==> src/rtl/hnf_txreq_arb.sv <==
// hnf_txreq_arb: CHI home-node TXREQ channel arbiter.
// Round-robin selection among NUM_REQ request sources, L-credit accounting,
// and the STOP/RUN/DRAIN link state machine with credit return on drain.
// Optional feature: define HNF_TXREQ_QOS_EN so that the highest req_flit.qos
// among valid sources wins and round-robin only breaks ties.

package hnf_txreq_pkg;

  typedef struct packed {
    logic [3:0]  qos;
    logic [10:0] tgt_id;
    logic [10:0] src_id;
    logic [11:0] txn_id;
    logic [6:0]  opcode;
    logic [47:0] addr;
  } reqflit_t;

  localparam logic [6:0] OPC_REQLCRDRETURN = 7'h00;

  typedef enum logic [1:0] {
    ST_STOP  = 2'd0,
    ST_RUN   = 2'd1,
    ST_DRAIN = 2'd2
  } link_state_e;

endpackage

module hnf_txreq_arb
  import hnf_txreq_pkg::*;
#(
  parameter int NUM_REQ = 4,
  parameter int MAX_CRD = 15
) (
  input  logic                   clock,
  input  logic                   rst_n,
  input  logic [NUM_REQ-1:0]     req_valid,
  input  reqflit_t [NUM_REQ-1:0] req_flit,
  output logic [NUM_REQ-1:0]     req_ready,
  input  logic                   link_active,
  output reqflit_t               txreqflit,
  output logic                   txreqflitv,
  output logic                   txreqflitpend,
  input  logic                   txreqlcrdv,
  output logic [3:0]             crd_cnt,
  output logic                   link_stopped,
  output logic                   crd_err
);

  localparam int             PTR_W       = $clog2(NUM_REQ);
  localparam logic [PTR_W:0] NUM_REQ_EXT = (PTR_W + 1)'(NUM_REQ);
  localparam logic [3:0]     MAX_CNT     = 4'(MAX_CRD);

  link_state_e        state_q, state_d;
  logic [PTR_W-1:0]   rr_ptr_q, rr_ptr_d;
  logic [3:0]         crd_cnt_q, crd_cnt_d;
  logic               crd_err_q, crd_err_d;
  reqflit_t           flit_q, flit_d;
  logic               flitv_q, flitv_d;

  logic [NUM_REQ-1:0] eligible;
  logic               found;
  logic [PTR_W-1:0]   win_idx;
  logic [PTR_W:0]     cand_sum;
`ifdef HNF_TXREQ_QOS_EN
  logic [3:0]         max_qos;
`endif

  logic               grant;
  logic               link_send;
  logic               send;
  reqflit_t           send_flit;

  // Pick the first eligible source at or after rr_ptr, wrapping around.
  always_comb begin
    // NOTE: every variable written here gets a default first, so no path
    // leaves it unassigned and no latch is inferred.
    eligible = req_valid;
`ifdef HNF_TXREQ_QOS_EN
    max_qos = '0;
    for (int i = 0; i < NUM_REQ; i++) begin
      if (req_valid[i] && (req_flit[i].qos > max_qos)) max_qos = req_flit[i].qos;
    end
    for (int i = 0; i < NUM_REQ; i++) begin
      eligible[i] = req_valid[i] && (req_flit[i].qos == max_qos);
    end
`endif
    found    = 1'b0;
    win_idx  = '0;
    cand_sum = '0;
    for (int k = 0; k < NUM_REQ; k++) begin
      cand_sum = {1'b0, rr_ptr_q} + (PTR_W + 1)'(k);
      if (cand_sum >= NUM_REQ_EXT) cand_sum = cand_sum - NUM_REQ_EXT;
      if (!found && eligible[cand_sum[PTR_W-1:0]]) begin
        found   = 1'b1;
        win_idx = cand_sum[PTR_W-1:0];
      end
    end
  end

  // Decide this cycle's send, then the next state, credits and output flit.
  always_comb begin
    // Sends use the registered credit count, so a credit arriving at zero
    // only enables a send from the following cycle. Gating with rst_n keeps
    // ready/pend low while reset is held.
    grant     = rst_n && (state_q == ST_RUN) && (crd_cnt_q != 4'd0) && found;
    link_send = rst_n && (state_q == ST_DRAIN) && (crd_cnt_q != 4'd0);
    send      = grant || link_send;

    req_ready = '0;
    if (grant) req_ready[win_idx] = 1'b1;

    send_flit = '0;
    if (grant) send_flit = req_flit[win_idx];
    else       send_flit.opcode = OPC_REQLCRDRETURN;

    rr_ptr_d = rr_ptr_q;
    if (grant) begin
      rr_ptr_d = (win_idx == PTR_W'(NUM_REQ - 1)) ? '0 : win_idx + 1'b1;
    end

    // A credit and a send in the same cycle cancel out; an extra credit at
    // the ceiling is dropped and flagged.
    crd_cnt_d = crd_cnt_q;
    crd_err_d = crd_err_q;
    if (txreqlcrdv && !send) begin
      if (crd_cnt_q == MAX_CNT) crd_err_d = 1'b1;
      else                      crd_cnt_d = crd_cnt_q + 4'd1;
    end else if (!txreqlcrdv && send) begin
      crd_cnt_d = crd_cnt_q - 4'd1;
    end

    flitv_d = send;
    flit_d  = send ? send_flit : flit_q;

    state_d = state_q;
    unique case (state_q)
      ST_STOP:  if (link_active) state_d = ST_RUN;
      ST_RUN:   if (!link_active) state_d = ST_DRAIN;
      // With zero credits nothing is loaded this cycle, so the last link
      // flit leaves the output register at this edge and the link can stop.
      ST_DRAIN: if (crd_cnt_q == 4'd0) state_d = ST_STOP;
      default:  state_d = ST_STOP;
    endcase
  end

  // State, credit and output-register update with synchronous reset.
  always_ff @(posedge clock) begin
    if (!rst_n) begin
      // NOTE: the flit payload is a plain register bank rather than a
      // memory, so it is reset too and reads zero after reset.
      state_q   <= ST_STOP;
      rr_ptr_q  <= '0;
      crd_cnt_q <= 4'd0;
      crd_err_q <= 1'b0;
      flit_q    <= '0;
      flitv_q   <= 1'b0;
    end else begin
      // NOTE: non-blocking assignments so every flop samples pre-edge values.
      state_q   <= state_d;
      rr_ptr_q  <= rr_ptr_d;
      crd_cnt_q <= crd_cnt_d;
      crd_err_q <= crd_err_d;
      flit_q    <= flit_d;
      flitv_q   <= flitv_d;
    end
  end

  assign txreqflit     = flit_q;
  assign txreqflitv    = flitv_q;
  assign txreqflitpend = send;
  assign crd_cnt       = crd_cnt_q;
  assign crd_err       = crd_err_q;
  assign link_stopped  = (state_q == ST_STOP) || !rst_n;

endmodule
==> config.mk <==
export PLATFORM = sky130hd
export DESIGN_NAME = hnf_txreq_arb
export DESIGN_NICKNAME = d
export VERILOG_FILES = /design/src/rtl/hnf_txreq_arb.sv
export SDC_FILE = /design/constraint.sdc
export NUM_CORES = 1
export LEC_CHECK = 0
export CORE_AREA = 2 2 187 189
export CTS_BUF_LIST = sky130_fd_sc_hd__clkbuf_4
export DETAILED_ROUTE_END_ITERATION = 10
export DIE_AREA = 0 0 189 191
export GPL_TIMING_DRIVEN = 0
export PLACE_DENSITY = 0.5
export SLEW_MARGIN = 20
export SYNTH_ARGS = -nofsm -noshare
export SYNTH_HDL_FRONTEND = slang
export SYNTH_SLANG_ARGS = --single-unit
==> constraint.sdc <==
create_clock -name clock -period 3.49 [get_ports clock]
set_clock_uncertainty 0.05 [all_clocks]
set_input_delay 0.698 -clock clock [delete_from_list [all_inputs] [get_ports clock]]
set_output_delay 0.698 -clock clock [all_outputs]
set_load 0.02 [all_outputs]
After elaboration in Yosys (flattened, before gate mapping)
Cells that the tools add are included.
{"block": "totals", "register_bits": 103, "word_cells": 101}
{"block": "classes", "add_sub_neg": 10, "magnitude_cmp": 10, "n_eq_ne": 8, "muxes": 36, "n_reduce_logical": 26}
{"op": "93-bit binary-select mux with 2-bit select", "count": 1}
{"op": "93-bit two-way mux", "count": 1}
{"op": "48-bit two-way mux", "count": 1}
{"op": "38-bit two-way mux", "count": 1}
{"op": "2-bit two-way mux", "count": 12}
{"op": "4-bit two-way mux", "count": 4}
{"op": "2-bit by 3-bit less-than comparator with 1-bit output (second input constant)", "count": 5}
{"op": "1-bit logical AND", "count": 11}
{"op": "3-bit greater-or-equal comparator (second input constant)", "count": 3}
{"op": "1-bit two-way mux", "count": 9}
{"op": "1-bit binary-select mux with 2-bit select", "count": 4}
{"op": "2-bit by 1-bit subtractor with 2-bit output (second input constant)", "count": 4}
{"op": "7-bit two-way mux", "count": 1}
{"op": "2-bit by 2-bit adder with 3-bit output (second input constant)", "count": 2}
{"op": "1-bit zero test", "count": 6}
{"op": "2-bit inequality test (second input constant)", "count": 3}
{"op": "2-bit one-hot mux with 3 select lines", "count": 1}
{"op": "4-bit by 1-bit adder with 4-bit output (second input constant)", "count": 1}
{"op": "2-bit == test (second input constant)", "count": 2}
{"op": "4-bit == test (second input constant)", "count": 1}
{"op": "4-bit zero test", "count": 1}
{"op": "2-bit AND reduction", "count": 2}
{"op": "4-bit nonzero test", "count": 1}
{"op": "4-bit by 1-bit subtractor with 4-bit output (second input constant)", "count": 1}
{"op": "other kinds (11)", "count": 12}

Depth between registers and ports, before layout
{"block": "logic_depth", "word_depth": 20, "ltp_mapped": 10, "depth_no_buf": 9}

Worst setup path before layout
No wires, ideal clock.
{"block": "synth_timing", "kind": "input to register", "from": "in req_valid[0]", "to": "reg crd_cnt_q[3] (netlist: crd_cnt[3])", "setup_ns": 0.072, "t_arrival_ns": 2.715, "required_ns": 3.368, "slack_ns": 0.653, "cell_stages": 9, "n_path_buf": 0, "path_cell_list": "or4b_1 > o2111ai_2 > nand2_1 > ha_1 > a21o_1 > a21oi_1 > nor2_1 > a22oi_1 > mux2i_1"}
{"block": "synth_between", "elab_chain_cells": 18}
{"element": "start: declaration", "line": "36", "rtl": "input logic [NUM_REQ-1:0] req_valid,"}
{"element": "1-bit binary-select mux with 2-bit select", "line": "93", "rtl": "if (!found && eligible[cand_sum[PTR_W-1:0]]) begin"}
{"element": "1-bit two-way mux (not written as such)", "line": "93"}
{"element": "1-bit two-way mux", "line": "93"}
{"element": "1-bit zero test", "line": "93"}
{"element": "1-bit logical AND", "line": "93"}
{"element": "1-bit two-way mux", "line": "93"}
{"element": "1-bit zero test", "line": "93"}
{"element": "1-bit logical AND", "line": "93"}
{"element": "(+2 left out)"}
{"element": "1-bit logical AND", "line": "93"}
{"element": "1-bit two-way mux *", "line": "93"}
{"element": "1-bit logical AND *", "line": "105", "rtl": "grant = rst_n && (state_q == ST_RUN) && (crd_cnt_q != 4'd0) && found;"}
{"element": "1-bit logical OR *", "line": "107", "rtl": "send = grant || link_send;"}
{"element": "1-bit zero test", "line": "125", "rtl": "if (txreqlcrdv && !send) begin"}
{"element": "1-bit logical AND", "line": "125"}
{"element": "2-bit inequality test (no line) / 2-bit nonzero test (equally long branches)"}
{"element": "2-bit AND reduction (no line)"}
{"element": "end signal: assignment", "line": "161", "rtl": "crd_cnt_q <= crd_cnt_d;"}
{"element": "end: declaration", "line": "55", "rtl": "logic [3:0] crd_cnt_q, crd_cnt_d;"}
Mark *: on every way between the ends. The rest lies on a longest branch, timed or not. The select of a mux whose other input is x is not followed.
A chain may end at the register's enable or synchronous reset.

Worst setup path after layout
{"block": "layout_timing", "from": "in req_valid[3]", "to": "out txreqflitpend"}
{"block": "layout_between", "elab_chain_cells": 14}
{"element": "1-bit binary-select mux with 2-bit select", "line": "93"}
{"element": "1-bit two-way mux (not written as such)", "line": "93"}
{"element": "1-bit two-way mux", "line": "93"}
{"element": "1-bit zero test", "line": "93"}
{"element": "1-bit logical AND", "line": "93"}
{"element": "1-bit two-way mux", "line": "93"}
{"element": "1-bit zero test", "line": "93"}
{"element": "1-bit logical AND", "line": "93"}
{"element": "1-bit two-way mux", "line": "93"}
{"element": "1-bit zero test", "line": "93"}
{"element": "1-bit logical AND", "line": "93"}
{"element": "1-bit two-way mux *", "line": "93"}
{"element": "1-bit logical AND *", "line": "105"}
{"element": "1-bit logical OR *", "line": "107"}
{"element": "end: declaration", "line": "42", "rtl": "output logic txreqflitpend,"}
Marks and branches as above.

==> impl_results.md <==
* Outcome: complete, no violations
* Placed cells at around 1500
* Cell variety after synth at 37
* Post-DRT Antenna Nets at 0
* Routed wl met3 at 2260 um
* FF-to-FF setup slack at 700 ps
* Terminus of the critical flop-to-flop path: crd_cnt[3]
* CTS Buffer Depth at 2
* YS warnings at 0
* Hold Path Class: register to register
* Avg Cell Area, Syn at about 11 sq um
* CTS clk-pin slew, worst paths at around 160 ps
* Fraction of layout cells with a size suffix above 1 at 0.125
* Max-cap violations at 0
* Max Slew Vio Count at 0
* Logic pwr share at 0.444
* Met2 WL post-DR at 16600 um
* Net Count, Synth at roughly 1000
* Setup TNS at 0 ps
* Hold Startpoint: txreqflit[20]
* Initial core utilization at 0.186
* F_max at approximately 0.3 GHz
* Synthesis-to-finish area growth at 88.6%
* CTS Buf Count at 9
* CTS Hold Bufs at 0
* Die Y at between 150 and 200 um
* I/O Pins at 485
* Routability cong. at ~0.80
* Endpoints failing hold at 0
* Internal power at around 2.3 mW
* # H-tree levels at 3
* Net Sw Power at 1.26 mW
* Clock power share at 0.177
* Nets@finish at ~1500
* Core area at ~0.034 sq mm
* Final Cycle Share at 0.960
* Worst-Skew Late Latency at around 480 ps
* First-pass GRT wire length at 46600 um
* Max IR drop VDD at roughly 0.13 mV
* Hold Path Cell Cnt at 2
* Min cycle time layout at about 3300 ps
* HPWL after detailed placement at about 26000 um
* Via Count at between 6000 and 7000
* CTS tree: done
* First-pass DRT Iterations at 5
* EDFF count, synth at 0
* Share of the yosys chip area belonging to registers at 0.325
* Num rows at a little under 70
* Root buffer cell: clkbuf_4
* Grt total ovfl at 0
* Post-Route WL at between 30000 and 40000 um
* DRT iter0 DRCs at 236
* Least-Margin Pin Slew at 1010 ps
* Final instance area at ~0.012 sq mm
* Crit-path max FO at 6
* Die area at between 0.03 and 0.04 sq mm
* R2R cell count at 10
* WHS Endpoint: txreqflit[20]
* Post-Syn Area at 0.00635 sq mm
* Slew HR at 0.327
* Seq pwr share at 0.379
* Vias in the first global route at 6938
* Via density at ~4.3
* Initial antenna violation count at 2
* Post-route DRC at 0
* Sw frac at 0.353
* RR Startpoint: state_q[0]
* Startpoint Class: input pin
* Port Buf Inserts at a little under 500
* Largest net degree at the start of global routing at 18
* DR WL/cell at 20.9 um
* CP arrival at around 2600 ps
* Lkg Pwr at 4.33 nW
* Synthesized flop and latch total at a little over 100
* Ys flop type: dfxtp_1
* PnR Total Power at 3.57 mW
* CP Capture Type: output port
* Post-synth ARST share at 0
* Total GRT Usage at 0.174
* CP Class: input pin to output port
* Pwr/cell area at about 300 mW/mm^2
* Die width at roughly 190 um
* RSZ-0062 raised after global routing: no
* Placed Area at between 0.01 and 0.015 sq mm
* Critical Path RT at between 2000 and 3000 ps
* Setup violations, final at 0
* Synth Instances at 603
* # clock sinks at ~100
* Non-Filler Instances at approximately 1600
* DR top layer: met4
* Metal-1 WL at 13400 um
==> Yosys cell counts, types with 2 or more instances <==
master	n	area share
a21oi_1	4	0.0032
a22oi_1	2	0.0024
and2_1	7	0.0069
buf_2	34	0.027
buf_4	4	0.0047
buf_6	7	0.012
clkbuf_1	7	0.0041
dfxtp_1	103	0.32
ha_1	6	0.012
inv_1	5	0.0030
mux2i_1	188	0.30
nand2_1	102	0.060
nand3_1	2	0.0016
nor2_1	9	0.0053
nor2b_1	5	0.0049
o21ai_0	4	0.0032
o221ai_1	23	0.032
o221ai_2	70	0.17
xor2_1	3	0.0041
==> layout make-up <==
| class | count | area (sq um) |
|---|---|---|
| repair buffers | 487 | 4890 |
| fillers | 3476 | 22100 |
| plain buffers | 51 | 327 |
| clock buffers | 10 | 75.1 |
| clock inverters | 6 | 42.5 |
| diodes | 1 | 2.50 |
| flip-flops and latches | 103 | 2060 |
| inverters | 5 | 18.8 |
| well taps | 455 | 569 |
| multi-input cells | 443 | 3990 |
==> per-layer routing <==
metal,vias up,track usage
met5,-,0
met4,0,0.0391
met3,23,0.0415
met2,274,0.315
met1,3161,0.208
li1,3293,-
==> worst max-delay path, cell delays in order <==
cell and delay, ps:
clkdlybuf4s50_1 510, or4b_4 550, o2111ai_4 240, inv_1 60
clkdlybuf4s50_1 530
==> how the worst max path moves through the flow <==
stage | cells past startpoint | startpoint | end | slack, ps
floorplan | 9 | req_valid[0] | req_ready[1] | 650
global placement | 11 | req_valid[2] | req_ready[1] | -1020
detailed placement | 11 | req_valid[2] | req_ready[1] | -1030
CTS | 10 | req_valid[0] | req_ready[1] | 7
global route | 10 | req_valid[2] | req_ready[1] | 30
finish | 5 | req_valid[3] | txreqflitpend | 140
==> layout by cell type, fill, tap and decap left out, types with 2 or more instances in the layout <==
master           instances
a21oi_1                  3
nand2_1                102
inv_6                    3
buf_2                   32
inv_1                    5
dfxtp_1                103
ha_1                     6
buf_6                    8
clkdlybuf4s50_1        477
a22oi_1                  2
mux2i_1                188
xor2_1                   3
nand3_1                  2
dlygate4sd2_1            6
nor2_1                   8
clkinv_1                 2
and2_1                   7
nor2b_1                  5
clkbuf_4                10
o21ai_0                  4
clkbuf_1                 7
buf_4                    5
o221ai_1                23
o221ai_2                70
==> sequential cells by signal (all words and copies together) (netlist names) <==
register and flops:
rr_ptr_q 2, txreqflitv 1, state_q 2, txreqflit 93, crd_err 1, crd_cnt 4
==> stage by stage <==
stage               hold WS (ps)  setup WS (ps)   util
floorplan                    474            653      -
global placement             394          -1020  0.345
detailed placement           397          -1030  0.345
CTS                          439           6.97  0.350
global route                 459           26.8  0.351
finish                       435            140  0.351
==> power by group through the flow <==
stage / Combinational, mW / Sequential [mW] / Clock, mW
global placement: 1.58 / 1.37 / 0
finish: 1.58 / 1.35 / 0.631
CTS: 1.61 / 1.35 / 0.679
floorplan: 0.594 / 1.49 / 0
detailed placement: 1.58 / 1.38 / 0
global route: 1.69 / 1.37 / 0.716
==> cells by family after synthesis <==
group                    share of synthesized area
adder cells (fa/ha/maj)                     0.0150
flip-flops                                   0.325
buffers and inverters                       0.0510
AND/OR/NAND/NOR                             0.0930
XOR/XNOR                                   0.00414
AO/OA/AOI/OAI                                0.216
multiplexers                                 0.296
==> repair_timing <==
action	CTS	global route
setup endpoints to repair	5	5
buffers inserted	2	0
gates cloned	1	0
resized for setup	13	5
pin swaps	1	0
Power figures use the tool's default switching activity.
